===== config.mk =====
export PLATFORM = sky130hd
export DESIGN_NAME = adder_operand_sequencer
export DESIGN_NICKNAME = d
export VERILOG_FILES = /design/src/rtl/adder_operand_sequencer.sv
export SDC_FILE = /design/constraint.sdc
export NUM_CORES = 1
export LEC_CHECK = 0
export ABC_AREA = 0
export BUFFER_PORTS_ARGS = -buffer_cell sky130_fd_sc_hd__buf_2
export CORE_AREA = 2 2 50 52
export CTS_CLUSTER_DIAMETER = 30
export CTS_CLUSTER_SIZE = 40
export DETAILED_ROUTE_END_ITERATION = 10
export DIE_AREA = 0 0 52 54
export PLACE_DENSITY = 0.73
export SYNTH_ARGS = -nofsm -noshare
export SYNTH_HDL_FRONTEND = slang
export SYNTH_SLANG_ARGS = --single-unit

===== constraint.sdc =====
create_clock -name Clock -period 1.4 [get_ports Clock]
set_input_delay 0.35 -clock Clock [delete_from_list [all_inputs] [get_ports Clock]]
set_output_delay 0.35 -clock Clock [all_outputs]
set_load 0.05 [all_outputs]

===== src/rtl/adder_operand_sequencer.sv =====
// Operand entry and result capture for the 4-bit ripple adder: a debounced Enter
// loads P then Q, a one-cycle add state latches the adder's sum, and the result is shown.
module adder_operand_sequencer #(
  parameter int WIDTH           = 4,
  parameter int DEBOUNCE_CYCLES = 4
) (
  input  logic             Clock,
  input  logic             Reset,
  input  logic [WIDTH-1:0] Data,
  input  logic             Enter,
  input  logic             Clear,
  output logic [WIDTH-1:0] P,
  output logic [WIDTH-1:0] Q,
  input  logic [WIDTH:0]   SumIn,
  output logic [WIDTH:0]   SumOut,
  output logic             Carry,
  output logic             Done,
  output logic [1:0]       State
);

  localparam int CNT_W = $clog2(DEBOUNCE_CYCLES + 1);
  localparam logic [CNT_W-1:0] CNT_MAX = CNT_W'(DEBOUNCE_CYCLES);

  typedef enum logic [1:0] {
    S_P    = 2'b00,
    S_Q    = 2'b01,
    S_ADD  = 2'b10,
    S_SHOW = 2'b11
  } state_t;

  logic             sync1_q, sync2_q;
  logic [CNT_W-1:0] cnt_q, cnt_d;
  logic             armed_q, armed_d;
  logic             pulse_q, pulse_d;

  // A low sample restarts the count and re-arms; the pulse fires once when the count first tops out.
  always_comb begin
    cnt_d   = '0;
    armed_d = 1'b1;
    pulse_d = 1'b0;
    if (sync2_q) begin
      cnt_d   = (cnt_q == CNT_MAX) ? cnt_q : cnt_q + CNT_W'(1);
      pulse_d = armed_q && (cnt_d == CNT_MAX);
      armed_d = armed_q && !pulse_d;
    end
  end

  always_ff @(posedge Clock or posedge Reset) begin
    if (Reset) begin
      sync1_q <= 1'b0;
      sync2_q <= 1'b0;
      cnt_q   <= '0;
      armed_q <= 1'b0;
      pulse_q <= 1'b0;
    end else begin
      sync1_q <= Enter;
      sync2_q <= sync1_q;
      cnt_q   <= cnt_d;
      armed_q <= armed_d;
      pulse_q <= pulse_d;
    end
  end

  state_t           state_q, state_d;
  logic [WIDTH-1:0] p_q, p_d, q_q, q_d;
  logic [WIDTH:0]   sum_q, sum_d;
  logic             carry_q, carry_d;
  logic             done_q, done_d;

  always_comb begin
    state_d = state_q;
    p_d     = p_q;
    q_d     = q_q;
    sum_d   = sum_q;
    carry_d = carry_q;
    done_d  = done_q;
    if (Clear) begin
      state_d = S_P;
      p_d     = '0;
      q_d     = '0;
      sum_d   = '0;
      carry_d = 1'b0;
      done_d  = 1'b0;
    end else begin
      unique case (state_q)
        S_P: if (pulse_q) begin
          p_d     = Data;
          state_d = S_Q;
        end
        S_Q: if (pulse_q) begin
          q_d     = Data;
          state_d = S_ADD;
        end
        // P and Q have been stable a full cycle here, so SumIn has settled; any pulse is dropped.
        S_ADD: begin
          sum_d   = SumIn;
          carry_d = SumIn[WIDTH];
          done_d  = 1'b1;
          state_d = S_SHOW;
        end
        S_SHOW: if (pulse_q) begin
          p_d     = Data;
          done_d  = 1'b0;
          state_d = S_Q;
        end
        default: state_d = S_P;
      endcase
    end
  end

  always_ff @(posedge Clock or posedge Reset) begin
    if (Reset) begin
      state_q <= S_P;
      p_q     <= '0;
      q_q     <= '0;
      sum_q   <= '0;
      carry_q <= 1'b0;
      done_q  <= 1'b0;
    end else begin
      state_q <= state_d;
      p_q     <= p_d;
      q_q     <= q_d;
      sum_q   <= sum_d;
      carry_q <= carry_d;
      done_q  <= done_d;
    end
  end

  assign P      = p_q;
  assign Q      = q_q;
  assign SumOut = sum_q;
  assign Carry  = carry_q;
  assign Done   = done_q;
  assign State  = state_q;

endmodule

Word-level counts from Yosys, hierarchy flattened

Index checks and enable logic that the tools add are counted.

Word-level logic and storage cells: 54
Input port bits: 13
Register bits: 24
Output and inout port bits: 17

Add/sub/neg operators: 1
Reductions and logical operators: 14
Eq/ne operators: 8
Multiplexer cells: 20

Operators with widths:

| cell                  | number |
|---|---|
| $mux W4               | 5 |
| $mux W5               | 2 |
| $reduce_and A2 Y1     | 4 |
| $reduce_bool A2 Y1    | 4 |
| $eq A3 B3 Y1 const B  | 2 |
| $mux W1               | 6 |
| $mux W2               | 3 |
| $mux W3               | 2 |
| $ne A3 B3 Y1 const B  | 2 |
| $pmux W2 S3           | 1 |
| $eq A2 B2 Y1 const B  | 2 |
| $add A3 B1 Y3 const B | 1 |
| $ne A3 B1 Y1 const B  | 1 |
| $reduce_bool A3 Y1    | 1 |
| $eq A2 B1 Y1 const B  | 1 |
| $logic_and A1 B1 Y1   | 2 |
| $logic_not A2 Y1      | 1 |
| $pmux W1 S2           | 1 |
| $reduce_or A2 Y1      | 1 |
| $logic_not A1 Y1      | 1 |

Logic depth before layout (Yosys ltp)

Depth after elaboration: 7
Depth in mapped cells: 6
Gate-level depth less buffers: 5

Worst setup path after synthesis

Ideal clock, no wire load.

Path type: register -> register
Start: register state_q[0] (netlist: State[0])
End: register p_q[1] (netlist: P[1])
Slack: -0.122 ns
Path buffers: 0
Arrival: 1.445 ns
Data required time: 1.322 ns
Period minus slack after synthesis: 1.522 ns
Library setup time: 0.078 ns
Cell stages (with the launch flop): 6
Path through: dfrtp_1 -> inv_1 -> ha_1 -> nand2_1 -> nand2_1 -> a21oi_1

Cells in the longest elaborated chain, start to end: 4
Elaborated cells between the ends (all ways): 5
Classes of those cells: eq/ne: 1; reduce/logical: 4

RTL lines:

| element                                                 | RTL line | RTL |
|---|---|---|
| start: declaration                                      | 64       | `state_t state_q, state_d;` |
| start signal: assignment                                | 120      | `state_q <= state_d;` |
| $eq A2 B2 Y1 / $logic_not A2 Y1 (equally long branches) | 85       | `unique case (state_q)` |
| $reduce_or A2 Y1 (no line) (*)                          | --       |  |
| $reduce_bool A2 Y1 (no line) (*)                        | --       |  |
| $reduce_and A2 Y1 (no line) (*)                         | --       |  |
| end signal: assignment                                  | 121      | `p_q <= p_d;` |
| end: declaration                                        | 65       | `logic [WIDTH-1:0] p_q, p_d, q_q, q_d;` |

Every way passes the cells marked *; elsewhere a longest branch is shown, timed or not.
A chain may end at the register's enable or synchronous reset.

Final worst setup path

Start: register cnt_q[0]
End: register pulse_q

Cells in the longest elaborated chain, start to end: 5
Elaborated cells between the ends (all ways): 6
Classes of those cells: add/sub: 1; eq/ne: 2; mux: 2; reduce/logical: 1

RTL lines:

| element                                              | RTL line | RTL |
|---|---|---|
| start: declaration                                   | 32       | `logic [CNT_W-1:0] cnt_q, cnt_d;` |
| start signal: assignment                             | 58       | `cnt_q <= cnt_d;` |
| $add A3 B1 Y3 / $eq A3 B3 Y1 (equally long branches) | 42       | `cnt_d = (cnt_q == CNT_MAX) ? cnt_q : cnt_q + CNT_W'(1);` |
| $mux W3 (*)                                          | 42       |  |
| $eq A3 B3 Y1 (*)                                     | 43       | `pulse_d = armed_q && (cnt_d == CNT_MAX);` |
| $logic_and A1 B1 Y1 (*)                              | 43       |  |
| $mux W1 (*)                                          | 41       | `if (sync2_q) begin` |
| named net pulse_d                                    | 34       | `logic pulse_q, pulse_d;` |
| end signal: assignment                               | 60       | `pulse_q <= pulse_d;` |
| end: declaration                                     | 34       |  |

The timed path passes the listed nets; every way through them passes the cells marked *.

==> metrics list <==
- The run finished with clean final reports.
- After Yosys synthesis, XOR and XNOR cells account for 0% of the synthesized area.
- Final critical delay including setup and external delays: 1.35 ns
* Synthesized instance count: 100
* Layout Nets: 152
- The count of nets left with antenna violations once routing finished came out at 0.
- Required arrival time at the worst endpoint: 1.64 ns
- CTS built an H-tree with a depth of 1.
- By startpoint and endpoint, the worst setup path is classified as flip-flop to flip-flop.
- The core region is 2320 um^2.
* Max-slew violation total from the final report: 0
* Max-Cap Viols: 0
- Quantity of I/O buffers inserted on ports: 29
- For this run, design rule violations remaining after detail routing come to 0.
- Power dissipated by switching net loads: 752 uW
- The worst setup path is captured at a flip-flop.
- Row generation in the floorplan step produced 18 rows.
- Netlist Area Pre-Place: 1010 um^2
- Aggregate global routing overflow: 0
* Internal power: 1110 uW
* Final Hold Fails: 0
* Worst ir drop on vdd: 0.843 mV
- Total Negative Setup Slacks: 0 ns
- Setup violations remaining at the end of the flow were counted as 0.
* Clock input transition at the sequential cells of the worst setup and hold paths: 0.13 ns
* Normalized max-slew margin: 77.2%
* Largest fanout on the critical path: 4
- Adder-cell share of the synthesized area: 6.17%
- Vias in the first global route: 780
* Number of clock buffers inserted by TritonCTS: 3
- Worst-case register-to-register setup slack: 0.05 ns
* Worst min path class: input port to flip-flop
- N_diodes: 0
- Setup crit start kind: flip-flop
- After synthesis the netlist holds a flip-flop and latch count of 23.
- Setup skew after layout: 0.0144 ns
- Worst Tran Pin Value: 0.343 ns
- X dimension of the die: 52 um
- 30 I/O pins were placed.
* Maximum clock frequency: 0.738 GHz
- P&R area growth vs syn: 24.2%
- Each instance of the synthesized netlist takes up on average 10.1 um^2.
- Initial antenna violation count: 0
- Sw Share: 40.3%
* Main combinational cell family by area after synthesis: simple AND/OR/NAND/NOR gates
* Tot GR Track Use: 15.2%
- In this run the vertical extent of the chip is 54 um.
* Synthesis warning total: 0
- In this run, the number of DRC markers left after iteration 0 of detailed routing was 7.
* Clock network fraction of total power: 15.9%
* Die footprint: 2810 um^2
- Placer Congestion: 0.725
* Largest net degree at the start of global routing: 17
- Count of unique library cells instantiated by Yosys: 20
- The detailed router placed 815 vias in this run.
- No sink is reached through more buffers than the 2 on the longest clock path.
* Leakage: 0.000645 uW
- The layer flagged by global routing as most heavily used is met2.
- PD cells: 1480 nW/um^2
* GR Util met1: 16.6%
- Cells with a size suffix above 1 make up 32.3% of the layout.
- Number of vias per cell after detailed routing: 5.00
* Fraction of the mapped netlist area in compound gates: 9.14%
* Sequential share of power: 43.4%
- The number of nets in the synthesized netlist is 118.
* Register area share after synthesis: 56.8%
- Share of synthesized cell area in and, or, nand and nor gates: 17.4%
* Met3 track demand over resource in global routing: 3.06%
- Count of fill cells added during filler insertion: 216
* Number of sinks on the clock net: 23
* Routed length per placed instance: 12.0 um
- Per report_power, the combinational group accounts for 40.8% of the total.
- The final layout contains routed wiring with a total length of 1.96 mm.
- Once detailed placement completed, the half-perimeter wirelength came to 1.54 mm.
- CTS root buffer: sky130_fd_sc_hd__clkbuf_4
- On the final layout, the worst hold slack is 0.153 ns.
- The pre-antenna-repair detailed-routing pass consisted of 4 iterations.
* Share of synthesized area spent on multiplexers: 4.94%
- The initial utilization of the core area, before any placement, comes to 43.7%.
- Clock latency on the worst-skew pair: 0.30 ns
- Final period util: 96.7%
- Worst Path Arrival: 1.59 ns
- Global routing met2 resource utilization: 28.9%
- TritonCTS built the clock tree.
- The first global-routing pass estimated 3.19 mm of wire.
* Unrepaired setup endpoints after global routing: no
-- critical path, cell delays in order, from the launching register on --
cell and delay, ns:
sky130_fd_sc_hd__dfrtp_1 0.43, sky130_fd_sc_hd__ha_1 0.25, sky130_fd_sc_hd__nand4bb_1 0.23, sky130_fd_sc_hd__a31oi_2 0.22, sky130_fd_sc_hd__and2_1 0.15
-- per-layer routing --
metal / vias to the layer above / part of all wire (%)
met3: 0 / 4.2
met4: 0 / 0
met1: 403 / 41
li1: 397 / -
met2: 15 / 55
met5: - / 0
-- cells by family (layout without fill, tap and decap cells) --
logic type,count (synthesis),in the layout
mux,5,5
flops,23,23
fa+ha+maj,5,5
simple gates,37,37
buf+inv,13,46
compound gates,17,17
-- synthesized netlist by cell type --
cell,count,area [um^2]
sky130_fd_sc_hd__inv_1,8,30.0
sky130_fd_sc_hd__nor2b_1,1,6.26
sky130_fd_sc_hd__o21ai_0,1,5.00
sky130_fd_sc_hd__buf_4,1,7.51
sky130_fd_sc_hd__a21oi_1,12,60.1
sky130_fd_sc_hd__clkbuf_1,1,3.75
sky130_fd_sc_hd__buf_2,3,15.0
sky130_fd_sc_hd__ha_1,5,62.6
sky130_fd_sc_hd__nand4bb_1,1,11.3
sky130_fd_sc_hd__dfrtp_1,23,576
sky130_fd_sc_hd__nand2b_1,1,6.26
sky130_fd_sc_hd__and3_1,1,6.26
sky130_fd_sc_hd__mux2i_1,5,50.1
sky130_fd_sc_hd__a31oi_1,2,12.5
sky130_fd_sc_hd__nor2_1,6,22.5
sky130_fd_sc_hd__nand3_1,8,40.0
sky130_fd_sc_hd__and2_1,2,12.5
sky130_fd_sc_hd__a21o_1,2,15.0
sky130_fd_sc_hd__nand2_1,15,56.3
sky130_fd_sc_hd__nand3b_1,2,15.0
-- path summary, 6_finish.rpt --
| path | from | endpoint | cells after the start |
|---|---|---|---|
| hold / removal | Enter | sync1_q | 1 |
| hold reg to reg | sync1_q | sync2_q | 0 |
| max in group asynchronous | Reset | pulse_q | 4 |
| min in group asynchronous | Reset | State[1] | 3 |
| setup reg to reg | cnt_q[0] | pulse_q | 4 |
| setup / recovery | cnt_q[0] | pulse_q | 4 |
-- layout make-up --
cell class	count	area, um^2	area share, %
multi-input combinational	64	400	31.8
clock buffer	3	22.5	1.79
sequential	23	578	45.9
inverter	8	30.0	2.39
clock inverter	1	5.00	0.398
timing repair buffer	34	185	14.7
tap	30	37.5	2.98
-- stage by stage --
stage	util, %	cell area (um^2)	setup slack, ns	cells	power (uW)
after floorplan	-	1020	0.0319	100	1400
after global placement	50.9	1180	0.137	155	1520
after detailed placement	50.9	1180	0.0268	155	1550
after CTS	52.8	1220	0.0145	161	1860
after global routing	54.3	1260	0.00439	163	1980
final	54.3	1260	0.0456	163	1870
-- registers in the layout, indices dropped and copies added, names as in the netlist --
signal	cells
armed_q	1
Done	1
cnt_q	3
State	2
pulse_q	1
SumOut	5
Q	4
sync1_q	1
sync2_q	1
P	4
-- placed cells by master, fill, tap and decap left out, types with 2 or more instances in the layout --
master | Yosys | routed
sky130_fd_sc_hd__a21o_1 | 2 | 2
sky130_fd_sc_hd__a21oi_1 | 12 | 12
sky130_fd_sc_hd__and2_1 | 2 | 2
sky130_fd_sc_hd__buf_2 | 3 | 29
sky130_fd_sc_hd__buf_4 | 1 | 4
sky130_fd_sc_hd__clkbuf_4 | 0 | 3
sky130_fd_sc_hd__dfrtp_1 | 23 | 21
sky130_fd_sc_hd__dfrtp_2 | 0 | 2
sky130_fd_sc_hd__ha_1 | 5 | 3
sky130_fd_sc_hd__ha_2 | 0 | 2
sky130_fd_sc_hd__inv_1 | 8 | 8
sky130_fd_sc_hd__mux2i_1 | 5 | 5
sky130_fd_sc_hd__nand2_1 | 15 | 15
sky130_fd_sc_hd__nand3_1 | 8 | 8
sky130_fd_sc_hd__nand3b_1 | 2 | 2
sky130_fd_sc_hd__nor2_1 | 6 | 6
-- power groups by stage --
| stage | logic, uW | registers (uW) | clock network (uW) |
|---|---|---|---|
| 4_1_cts | 739 | 810 | 311 |
| 5_1_grt | 821 | 825 | 333 |
| 3_5_place_dp | 728 | 825 | 0 |
| 2_1_floorplan | 352 | 1050 | 0 |
| 3_3_place_gp | 705 | 817 | 0 |
| 6_report | 761 | 810 | 296 |
-- timing repair --
item / in CTS / in global routing
buffers inserted: 1 / 2
gates resized for setup: 0 / 4
hold endpoints to repair: 8 / 0
setup endpoints to repair: 1 / 3
pin swaps: 0 / 2
hold buffers: 1 / 0
(Power assumes the default switching activity.)
